==> src/rtl/cdc_fifo_read_state.sv <==
// Read-side pointer/state block of the dual-clock FIFO: synchronises the write pointer, detects empty,
// fetches from the RAM and presents first-word-fall-through data through a 2-entry skid buffer.
module cdc_fifo_read_state #(
  parameter int ADDRESS_WIDTH = 4,
  parameter int DATA_WIDTH    = 8,
  parameter int SYNC_STAGES   = 2
) (
  input  logic                     clock,
  input  logic                     reset,
  input  logic [ADDRESS_WIDTH-1:0] write_address_gray,
  input  logic [DATA_WIDTH-1:0]    ram_read_data,
  input  logic                     read_ready,
  output logic                     ram_read_enable,
  output logic [ADDRESS_WIDTH-1:0] read_address,
  output logic [ADDRESS_WIDTH-1:0] read_address_gray,
  output logic                     empty,
  output logic [DATA_WIDTH-1:0]    data_out,
  output logic                     data_valid
);

  logic [ADDRESS_WIDTH-1:0] sync_reg [SYNC_STAGES];
  logic [ADDRESS_WIDTH-1:0] write_sync;
  logic [ADDRESS_WIDTH-1:0] read_address_reg;
  logic [ADDRESS_WIDTH-1:0] read_address_gray_reg;
  logic [ADDRESS_WIDTH-1:0] read_address_next;
  logic [ADDRESS_WIDTH-1:0] read_address_gray_next;
  logic [DATA_WIDTH-1:0]    buffer_reg [2];
  logic                     head_reg;
  logic                     tail;
  logic [1:0]               count_reg;
  logic [1:0]               count_next;
  logic                     inflight_reg;
  logic                     pop;
  logic [2:0]               occupancy;

  for (genvar gi = 0; gi < SYNC_STAGES; gi++) begin : g_sync
    if (gi == 0) begin : g_first
      always_ff @(posedge clock or posedge reset) begin
        if (reset) sync_reg[gi] <= '0;
        else       sync_reg[gi] <= write_address_gray;
      end
    end else begin : g_next
      always_ff @(posedge clock or posedge reset) begin
        if (reset) sync_reg[gi] <= '0;
        else       sync_reg[gi] <= sync_reg[gi-1];
      end
    end
  end

  // Gray to binary: each binary bit is the XOR of all Gray bits at or above it.
  for (genvar gi = 0; gi < ADDRESS_WIDTH; gi++) begin : g_gray2bin
    assign write_sync[gi] = ^sync_reg[SYNC_STAGES-1][ADDRESS_WIDTH-1:gi];
  end

  assign empty      = (read_address_reg == write_sync);
  assign data_valid = (count_reg != 2'd0);
  assign pop        = data_valid & read_ready;
  assign data_out   = buffer_reg[head_reg];
  assign tail       = head_reg ^ count_reg[0];

  // Words held plus the word on its way, after this cycle's pop; fetch only if it still fits.
  assign occupancy       = {1'b0, count_reg} + {2'b00, inflight_reg} - {2'b00, pop};
  assign ram_read_enable = !empty && (occupancy < 3'd2);
  assign count_next      = count_reg + {1'b0, inflight_reg} - {1'b0, pop};

  assign read_address_next      = read_address_reg + ADDRESS_WIDTH'(1);
  assign read_address_gray_next = read_address_next ^ (read_address_next >> 1);
  assign read_address           = read_address_reg;
  assign read_address_gray      = read_address_gray_reg;

  always_ff @(posedge clock or posedge reset) begin
    if (reset) begin
      read_address_reg      <= '0;
      read_address_gray_reg <= '0;
      inflight_reg          <= 1'b0;
      head_reg              <= 1'b0;
      count_reg             <= 2'd0;
      buffer_reg[0]         <= '0;
      buffer_reg[1]         <= '0;
    end else begin
      inflight_reg <= ram_read_enable;
      if (ram_read_enable) begin
        read_address_reg      <= read_address_next;
        read_address_gray_reg <= read_address_gray_next;
      end
      if (inflight_reg) buffer_reg[tail] <= ram_read_data;
      if (pop)          head_reg <= ~head_reg;
      count_reg <= count_next;
    end
  end

  assert property (@(posedge clock) disable iff (reset) count_reg <= 2'd2);
  assert property (@(posedge clock) disable iff (reset) !(inflight_reg && count_reg == 2'd2 && !pop));
  assert property (@(posedge clock) disable iff (reset) ram_read_enable |-> !empty);

endmodule

==> config.mk <==
export PLATFORM = sky130hd
export DESIGN_NAME = cdc_fifo_read_state
export DESIGN_NICKNAME = d
export VERILOG_FILES = /design/src/rtl/cdc_fifo_read_state.sv
export SDC_FILE = /design/constraint.sdc
export NUM_CORES = 1
export LEC_CHECK = 0
export ABC_CLOCK_PERIOD_IN_PS = 5750
export CAP_MARGIN = 20
export CELL_PAD_IN_SITES_DETAIL_PLACEMENT = 1
export CELL_PAD_IN_SITES_GLOBAL_PLACEMENT = 1
export CORE_MARGIN = 2
export CORE_UTILIZATION = 52
export CTS_BUF_LIST = sky130_fd_sc_hd__clkbuf_16
export DETAILED_ROUTE_END_ITERATION = 12
export DONT_BUFFER_PORTS = 1
export MAX_ROUTING_LAYER = met4
export PLACE_DENSITY_LB_ADDON = 0.1
export SLEW_MARGIN = 20
export SYNTH_ARGS = -nofsm -noshare
export SYNTH_HDL_FRONTEND = slang
export SYNTH_SLANG_ARGS = --single-unit
==> constraint.sdc <==
create_clock -name clock -period 5.75 [get_ports clock]
set_input_delay 0.575 -clock clock [delete_from_list [all_inputs] [get_ports clock]]
set_output_delay 0.575 -clock clock [all_outputs]
set_load 0.005 [all_outputs]
# Word-level counts from Yosys, hierarchy flattened
# Cells that the tools add are included.
totals:
  reg_bits: 36
  inputBits: 15
  out_inout_bits: 19
op_classes:
  addsub: 5
  magnitude_cmp: 4
  n_eq_ne: 1
  n_mux: 6
  bitwise: 6
  reduce_logical: 7
ops:
  columns: ["cell", "count"]
  rows:
  - ["$mux 8", 4]
  - ["$bwmux 16", 1]
  - ["$demux 8 s1", 1]
  - ["$add 4x1->4 const B", 1]
  - ["$eq 4x4->1", 1]
  - ["$ge 2x2->1 const B", 2]
  - ["$not 1->2", 2]
  - ["$reduce_xor 4->1", 1]
  - ["$xor 4x3->4", 1]
  - ["$add 2x1->3", 1]
  - ["$lt 3x2->1 const B", 1]
  - ["$reduce_xor 3->1", 1]
  - ["$sub 3x1->3", 1]
  - ["$add 2x1->2", 1]
  - ["$logic_and 1x1->1", 2]
  - ["$lt 2x1->1 const B", 1]
  - ["$reduce_bool 2->1", 1]
  - ["$reduce_xor 2->1", 1]
  - ["$sub 2x1->2", 1]
  - ["$and 1x1->1", 1]
  - ["$logic_not 1->1", 1]
  - ["$not 1->1", 1]
  - ["$xor 1x1->1", 1]

# Logic depth before layout (Yosys ltp)
# Gate-level depths: netlist of run 1.
logic_depth:
  ltp_word: 7
  ltp_mapped: 10
  ltp_nobuf: 10

# Worst setup path after synthesis of run 1
# No wires, ideal clock.
synth_timing:
  kind: "register to output"
  from: "register count_reg[1]"
  to: "output ram_read_enable"
  arrival_time_ns: 2.287
  t_required_ns: 5.175
  path_slack_ns: 2.888
  stages_incl_launch_ff: 11
  path_cell_list: "dfrtp_1 > or2_2 > and2_1 > ha_1 > inv_1 > ha_1 > fa_1 > xnor2_1 > nor2_1 > o21ai_4 > inv_1"
synth_via:
  elab_chain_cells: 5
synth_rtl:
  columns: ["item", "line_no", "source"]
  rows:
  - ["from (decl)", "30", "logic [1:0] count_reg;"]
  - ["from (signal assigned)", "88", "count_reg <= count_next;"]
  - ["$reduce_bool 2->1", "56", "assign data_valid = (count_reg != 2'd0);"]
  - ["via data_valid", "18", "output logic data_valid"]
  - ["$and 1x1->1", "57", "assign pop = data_valid & read_ready;"]
  - ["via pop", "33", "logic pop;"]
  - ["$sub 3x1->3", "62", "assign occupancy = {1'b0, count_reg} + {2'b00, inflight_reg} - {2'b00, pop};"]
  - ["$lt 3x2->1", "63", "assign ram_read_enable = !empty && (occupancy < 3'd2);"]
  - ["$logic_and 1x1->1", "63", null]
  - ["to (decl)", "13", "output logic ram_read_enable,"]
# The timed path passes the listed nets, and every way through them passes these cells.

# Final worst setup path of run 1
# Same ends and word-level chain as after synthesis.

==> metrics.txt, run 1 <==
outcome=finished clean; pwr/cell area=about 690 nW/um2; Worst VDD drop=0.310 mV; Gate Count Post-Synth=111; final core utilization=0.620; CP Data Required Time=approximately 5.2 ns; final setup TNS=0 ns; CTS root buffer=clkbuf_16; Clk pin slew, worst setup/hold paths=0.05 ns; synthesized flop and latch total=35; Compound-Gate Fraction of Synth Area=0.0390; Clock Path Buffers=2; grt met1 use=0.205; r2r startpoint=count_reg[1]; layout cells sized above 1=0.333; CTS Buf Count=5; Antenna Nets Post-Route=0; most frequent cells in the layout=dfrtp_1, mux2_2, xnor2_1, inv_1, clkbuf_16; Final setup viols=0; Final Hold Fails=0; Chip Height=roughly 60 um; HP Class=in2async; Post-Synth XOR/XNOR Area=0.0890; CP Class=reg2out; wire per inst=around 18 um; max FFs per register=16; GRT Max-Usage Layer=met2; Post-CTS Hold Buffers=0; commonest non-fill, non-tap cell in the layout=dfrtp_1; global-route usage over all layers=0.190; Via Count=854; largest net degree at the start of global routing=36; drt drc=0; Final period util=0.578; initial core utilization=0.561; io pins=34; Post-DP HPWL=between 1500 and 2000 um; fin nets=135; Synth Net Count=130; largest family of logic cells by synthesized area=multiplexers; r2r worst-path depth=10; Worst slew margin=0.681; portion of netlist area occupied by mux cells=0.210; Synth Area in Adders=0.0366; critical path peak fanout=6; Overflow after GRT=0; drt pass-1 iters=2; # resized after CTS=0; clk_lat worst skew=0.27 ns; area grow syn2layout=10.6%; initial DRC count=25; # Post-CTS Setup Buffers=0; diode count=0; cell area after synthesis=1570 um2; register area share after synthesis=0.556; Final min period=3.32 ns; first-pass GRT wire length=roughly 4400 um; CTS tree=yes; Worst Setup Start Kind=flip-flop; antenna violations before repair=0; f_max=between 300 and 400 MHz; Placement Rows=19; met3 usage=0.0742; biggest area consumer among synthesized cells=dfrtp_1; Crit. End Element=output pin; post-synth cell types=25; Die Width=59.0 um; Synth area leaders=dfrtp_1, mux2_2, xnor2_1, mux2_4, ha_1; worst slew pin tran=around 0.47 ns; R2R setup slack=2.95 ns; global placement routability congestion=0.777; RSZ-0062 raised after global routing=no; non-filler instance count after layout=148; Syn Area/Cell=approximately 14 um2; Post-Synth Simple-Gate Area=0.0445; Die ar.=3480 um2; H-tree depth=2; vias in the first global route=929; Total Wirelength=2730 um; CTS sink count=35; Placed Cells=140; area of the core=2810 um2; clock skew=0.00136 ns; WHS=0.287 ns; via density per instance=5.77; Worst R2R End=read_address_gray[2]; Synthesis Warnings=0; max cap viols=0; Worst EP arrival=2.75 ns; post-synth top area share=0.556; IO Port Bufs=0; P_leak=0.763 nW; Final Max Slew Viols=0; GRT met2 Usage=0.306
[worst max-delay path by stage]
stage	slack [ns]	to	cells after the start	startpoint
floorplan	2.89	ram_read_enable	10	count_reg[1]
global placement	2.79	ram_read_enable	10	count_reg[1]
detailed placement	2.67	ram_read_enable	10	count_reg[1]
CTS	2.37	ram_read_enable	10	count_reg[1]
global route	2.25	ram_read_enable	10	count_reg[1]
finish	2.43	ram_read_enable	10	count_reg[1]
[Yosys cell counts]
| master | count |
|---|---|
| dfrtp_1 | 35 |
| mux2_2 | 24 |
| xnor2_1 | 12 |
| inv_1 | 6 |
| mux2_4 | 4 |
| xor2_1 | 4 |
| ha_1 | 3 |
| nand2_1 | 3 |
| nor2_1 | 2 |
| o211ai_1 | 2 |
| or2_2 | 2 |
| a211oi_2 | 1 |
| a31oi_2 | 1 |
| and2_1 | 1 |
| and3_1 | 1 |
| buf_2 | 1 |
| buf_4 | 1 |
| clkbuf_1 | 1 |
| fa_1 | 1 |
| nand3_1 | 1 |
| nand3b_1 | 1 |
| o21ai_0 | 1 |
| o21ai_4 | 1 |
| or2b_1 | 1 |
| or3_1 | 1 |
[power by group]
part	total [W]	switching (W)	internal, W
clock	0.000244	0.0000887	0.000155
combinational	0.000504	0.000219	0.000285
sequential	0.000453	0.0000991	0.000354
total	0.00120	0.000406	0.000795
[cell type report]
type / instances / area [um2]
repair buffers: 1 / 7.51
multi-input cells: 67 / 659
clock inverters: 3 / 11.3
fillers: 269 / 1060
flip-flops and latches: 35 / 876
inverters: 6 / 22.5
well taps: 31 / 38.8
clock buffers: 5 / 125
[logic make-up (layout without fill, tap and decap cells)]
kind of cell / Yosys count / after routing
compound gates: 6 / 6
xor+xnor: 16 / 16
fa+ha+maj: 4 / 4
buf+inv: 9 / 15
flops: 35 / 35
mux: 28 / 28
simple gates: 13 / 13
[worst max-delay path, stage by stage, from the launching register on]
cell and delay [ns]:
dfrtp_1 0.39, or2_2 0.32, and2_1 0.19, ha_1 0.28, inv_1 0.05, ha_1 0.19
fa_1 0.38, xnor2_1 0.14, nor2_1 0.26, o21ai_4 0.16, inv_1 0.12
[stage by stage]
stage / power (W) / instance area, um2 / setup slack, ns
after floorplan: 0.000873 / 1570 / 2.89
after global placement: 0.000933 / 1600 / 2.79
after detailed placement: 0.000971 / 1600 / 2.67
after CTS: 0.00122 / 1740 / 2.37
after global routing: 0.00128 / 1740 / 2.25
final: 0.00120 / 1740 / 2.43
[routing by layer]
metal	vias to the layer above	share of wire
met5	-	0
met4	0	0.017
met3	8	0.052
met2	26	0.53
met1	437	0.40
li1	383	-
Power figures use the tool's default switching activity.
==> run 2, diff against run 1 <==
--- a/config.mk
+++ b/config.mk
@@ -5,12 +5,12 @@
 export SDC_FILE = /design/constraint.sdc
 export NUM_CORES = 1
 export LEC_CHECK = 0
-export ABC_CLOCK_PERIOD_IN_PS = 5750
+export ABC_CLOCK_PERIOD_IN_PS = 3400
 export CAP_MARGIN = 20
 export CELL_PAD_IN_SITES_DETAIL_PLACEMENT = 1
 export CELL_PAD_IN_SITES_GLOBAL_PLACEMENT = 1
 export CORE_MARGIN = 2
-export CORE_UTILIZATION = 52
+export CORE_UTILIZATION = 49
 export CTS_BUF_LIST = sky130_fd_sc_hd__clkbuf_16
 export DETAILED_ROUTE_END_ITERATION = 12
 export DONT_BUFFER_PORTS = 1
==> constraint.sdc (replaced) <==
create_clock -name clock -period 3.4 [get_ports clock]
set_input_delay 0.34 -clock clock [delete_from_list [all_inputs] [get_ports clock]]
set_output_delay 0.34 -clock clock [all_outputs]
set_load 0.005 [all_outputs]
==> metrics.txt, run 2 (same netlist as run 1, synthesis figures left out) <==
outcome=finished clean; diode count=0; CP Class=reg2out; GRT met2 Usage=0.313; critical-path cell list=or2_2, and2_1, ha_1, inv_1, ha_1, fa_1, xnor2_1, nor2_1, o21ai_4, inv_1; Chip Height=60.7 um; fin nets=137; Total Wirelength=~2800 um; r2r worst-path depth=10; Final Max Slew Viols=0; grt met1 use=0.195; Overflow after GRT=0; vias in the first global route=1,001; Final min period=3.10 ns; CP Data Required Time=slightly above 3 ns; CTS sink count=35; Crit. End Element=output pin; global-route usage over all layers=0.184; P_leak=a little under 0.8 nW; first-pass GRT wire length=4590 um; area of the core=3050 um2; Hold Path Stages=0; Worst Setup Start Kind=flip-flop; global placement routability congestion=between 0.6 and 0.7; CP max stage delay=0.40 ns; initial core utilization=0.516; Final Hold Fails=0; clock skew=around 0.0070 ns; largest net degree at the start of global routing=28; via density per instance=5.24; antenna violations before repair=0; io pins=34; wire per inst=between 15 and 20 um; Worst slew margin=0.679; sequential share of power=0.364; final setup TNS=0 ns; RSZ-0062 raised after global routing=no; drt pass-1 iters=3; Place WS=around 0.56 ns; Switch Pwr=0.000694 W; IO Port Bufs=0; Worst EP arrival=2.76 ns; max cap viols=0; layout cells sized above 1=0.347; Final period util=0.913; Tot Pwr=between 0.002 and 0.0025 W; max FFs per register=16; Post-DP Area=1620 um2; Clock Path Buffers=2; CTS Buf Count=5; GRT Max-Usage Layer=met2; # resized after CTS=0; pwr/cell area=between 1000 and 1500 nW/um2; drt drc=0; Final setup viols=0; HP Class=in2reg; Clk pin slew, worst setup/hold paths=0.05 ns; Comb pwr share=0.407; Placement Rows=20; Worst path slowest cell=dfrtp_1; Pint=about 0.0014 W; design area=~1800 um2; clk_lat worst skew=0.27 ns; Sw Ratio=0.328; most frequent cells in the layout=dfrtp_1, mux2_2, xnor2_1, inv_1, clkbuf_16; final core utilization=0.595; CTS root buffer=clkbuf_16; worst slew pin tran=0.481 ns; power share of the clock group=0.229; initial DRC count=27; Die Width=60.7 um; Final WS setup=0.295 ns; commonest non-fill, non-tap cell in the layout=dfrtp_1; CTS tree=yes; H-tree depth=2; met3 usage=0.0640; Die ar.=3680 um2; Antenna Nets Post-Route=0; f_max=322 MHz; Worst VDD drop=0.513 mV; Post-DP HPWL=between 2000 and 2500 um; area grow syn2layout=15.4%; critical path peak fanout=6; Via Count=849
==> run 2: cell type report <==
cell class / count / area [um2]
fill: 309 / 1240
sequential: 35 / 876
multi-input combinational: 67 / 659
clock buffer: 5 / 125
tap: 44 / 55.1
timing repair buffer: 3 / 45.0
clock inverter: 2 / 33.8
inverter: 6 / 22.5
==> run 2: critical path, delay by kind of cell (launching register included) <==
family                     cells  cell delay (ns)
xor gates and xnor gates       1             0.14
buffers and inverters          2             0.17
and+or+nand+nor                3             0.77
DFF                            1             0.40
AOI/OAI and AO/OA              1             0.16
adders and majority gates      3             0.84
==> run 2: repair_timing <==
action / CTS / global route
endpoints found under the setup margin: 0 / 0
hold buffers: 0 / 1
buffers inserted: 0 / 0
hold endpoints to repair: 0 / 6
==> run 2: metrics by stage <==
stage / hold slack [ns] / cells
floorplan: 0.331 / 111
global placement: 0.333 / 153
detailed placement: 0.338 / 153
CTS: 0.0865 / 160
global route: 0.0805 / 162
finish: 0.0927 / 162
==> run 2: final timing paths <==
check	from	slack, ns	to
min in group asynchronous	reset	0.46	sync_reg[5]
hold reg to reg	sync_reg[5]	0.35	sync_reg[1]
setup / recovery	count_reg[1]	0.30	ram_read_enable
setup reg to reg	count_reg[1]	0.59	read_address[1]
hold / removal	write_address_gray[3]	0.09	sync_reg[7]
max in group asynchronous	reset	2.33	read_address_gray[0]
==> run 2: power by group through the flow <==
| stage | registers (W) | clock network (W) | logic [W] |
|---|---|---|---|
| after global routing | 0.000801 | 0.000519 | 0.000959 |
| final | 0.000771 | 0.000485 | 0.000862 |
| after global placement | 0.000762 | 0 | 0.000831 |
| after detailed placement | 0.000780 | 0 | 0.000865 |
| after floorplan | 0.000704 | 0 | 0.000773 |
| after CTS | 0.000777 | 0.000498 | 0.000878 |
==> run 2: metal layers <==
| metal | vias to the layer above | share of wire |
|---|---|---|
| met2 | 25 | 0.55 |
| met4 | 0 | 0.017 |
| met1 | 433 | 0.38 |
| met5 | - | 0 |
| li1 | 386 | - |
| met3 | 5 | 0.050 |
==> run 3, diff against run 2 <==
--- a/config.mk
+++ b/config.mk
@@ -5,15 +5,16 @@
 export SDC_FILE = /design/constraint.sdc
 export NUM_CORES = 1
 export LEC_CHECK = 0
-export ABC_CLOCK_PERIOD_IN_PS = 3400
+export ABC_CLOCK_PERIOD_IN_PS = 3100
 export CAP_MARGIN = 20
 export CELL_PAD_IN_SITES_DETAIL_PLACEMENT = 1
 export CELL_PAD_IN_SITES_GLOBAL_PLACEMENT = 1
 export CORE_MARGIN = 2
-export CORE_UTILIZATION = 49
-export CTS_BUF_LIST = sky130_fd_sc_hd__clkbuf_16
+export CORE_UTILIZATION = 52
+export CTS_BUF_LIST = sky130_fd_sc_hd__clkbuf_4 sky130_fd_sc_hd__clkbuf_8
 export DETAILED_ROUTE_END_ITERATION = 12
 export DONT_BUFFER_PORTS = 1
+export GPL_ROUTABILITY_DRIVEN = 0
 export MAX_ROUTING_LAYER = met4
 export PLACE_DENSITY_LB_ADDON = 0.1
 export SLEW_MARGIN = 20
==> constraint.sdc (replaced) <==
create_clock -name clock -period 3.1 [get_ports clock]
set_input_delay 0.31 -clock clock [delete_from_list [all_inputs] [get_ports clock]]
set_output_delay 0.31 -clock clock [all_outputs]
set_load 0.005 [all_outputs]
==> metrics.txt, run 3 (same netlist as run 1, synthesis figures left out) <==
global-route usage over all layers=0.184; vias in the first global route=979; clock skew=between 0.007 and 0.008 ns; CTS root buffer=clkbuf_4; most frequent cells in the layout=dfrtp_1, mux2_2, xnor2_1, clkbuf_4; wire per inst=16.8 um; Post-DP HPWL=1890 um; drt pass-1 iters=3; Placement Rows=19; P_leak=0.767 nW; r2r startpoint=count_reg[1]; CTS sink count=35; Final Hold Fails=0; Final period util=0.948; Die Width=59.0 um; commonest non-fill, non-tap cell in the layout=dfrtp_1; max cap viols=0; CP startpoint=count_reg[1]; CP Class=reg2out; HP Class=in2reg; Final min period=2.94 ns; antenna violations before repair=0; initial DRC count=9; Worst Setup Start Kind=flip-flop; Worst VDD drop=0.537 mV; io pins=34; Die ar.=3480 um2; worst hold start=ram_read_data[1]; Total Wirelength=2640 um; Fillers=about 260; H-tree depth=2; Overflow after GRT=0; Crit. End Element=output pin; Clock Path Buffers=2; non-filler instance count after layout=157; first-pass GRT wire length=4410 um; drt drc=0; RSZ-0062 raised after global routing=no; CTS Buf Count=5; diode count=0; CTS tree=yes; pwr/cell area=1210 nW/um2; final setup TNS=0 ns; outcome=finished clean; clk_lat worst skew=0.33 ns; initial core utilization=0.561; layout cells sized above 1=0.381; area grow syn2layout=10.8%; worst slew pin tran=0.462 ns; IO Port Bufs=0; Worst slew margin=0.692; Antenna Nets Post-Route=0; largest net degree at the start of global routing=36; Placed Cells=140; critical path peak fanout=3; Chip Height=59.0 um; f_max=~340 MHz; Final setup viols=0; fin nets=144; Final Max Slew Viols=0; Clk pin slew, worst setup/hold paths=about 0.10 ns; max FFs per register=16; via density per instance=between 5 and 6; CP Data Required Time=~2.8 ns; Worst EP arrival=roughly 2.6 ns; Via Count=between 800 and 900; area of the core=2810 um2
## run 3: timing repair
item                       in CTS  in global routing
buffers inserted                1                  3
gates resized for setup         1                  1
pin swaps                       1                  1
hold endpoints to repair       39                  0
setup endpoints to repair       1                  1
hold buffers                    5                  0
## run 3: critical path, cell delays in order, from the launching register on
cell and delay (ns):
dfrtp_1 0.40, or2_2 0.32, and2_1 0.19, ha_1 0.29, inv_1 0.05, ha_1 0.18, fa_1 0.39, xnor2_1 0.15
nor2_2 0.15, o21ai_4 0.10, inv_2 0.09
## run 3: final timing paths
kind / cells past startpoint / end / slack [ns]
worst max-delay path: 10 / ram_read_enable / 0.16
worst min-delay path: 1 / buffer_reg[9] / 0.12
worst max register to register: 11 / read_address_gray[2] / 0.32
worst min register to register: 0 / sync_reg[3] / 0.36
max in group asynchronous: 3 / sync_reg[2] / 2.26
min in group asynchronous: 3 / read_address_gray[1] / 0.53
## run 3: layer usage
layer  part of all wire  wire length (um)  GRT usage  vias to the layer above
li1                   -                 -          -                      405
met1               0.40              1070      0.221                      446
met2               0.52              1370      0.283                       29
met3              0.057               150     0.0590                        8
met4              0.020                54     0.0877                        0
met5                  0                 0          -                        -
## run 3: layout make-up
| type | count | area, um2 | area share |
|---|---|---|---|
| Clock buffer | 7 | 52.6 | 0.0301 |
| Clock inverter | 1 | 5.00 | 0.00287 |
| Inverter | 6 | 22.5 | 0.0129 |
| Multi-Input combinational cell | 67 | 662 | 0.379 |
| Sequential cell | 35 | 876 | 0.502 |
| Tap cell | 31 | 38.8 | 0.0222 |
| Timing Repair Buffer | 10 | 87.6 | 0.0502 |
## run 3: power by group
group | internal [W] | total [W] | leakage (nW) | switching, W
combinational | 0.000596 | 0.00102 | 0.320 | 0.000426
sequential | 0.000654 | 0.000834 | 0.410 | 0.000180
clock | 0.000106 | 0.000248 | 0.0361 | 0.000142
total | 0.00136 | 0.00210 | 0.767 | 0.000747
## run 3: per-stage QoR
| step | util | area (um2) | power [W] | setup slack, ns | hold WS (ns) |
|---|---|---|---|---|---|
| after global routing | 0.622 | 1740 | 0.00226 | 0.0259 | 0.106 |
| after floorplan | - | 1570 | 0.00162 | 0.480 | 0.331 |
| final | 0.622 | 1740 | 0.00210 | 0.160 | 0.120 |
| after detailed placement | 0.572 | 1600 | 0.00179 | 0.287 | 0.337 |
| after global placement | 0.572 | 1600 | 0.00174 | 0.395 | 0.312 |
| after CTS | 0.614 | 1720 | 0.00209 | 0.00431 | 0.109 |
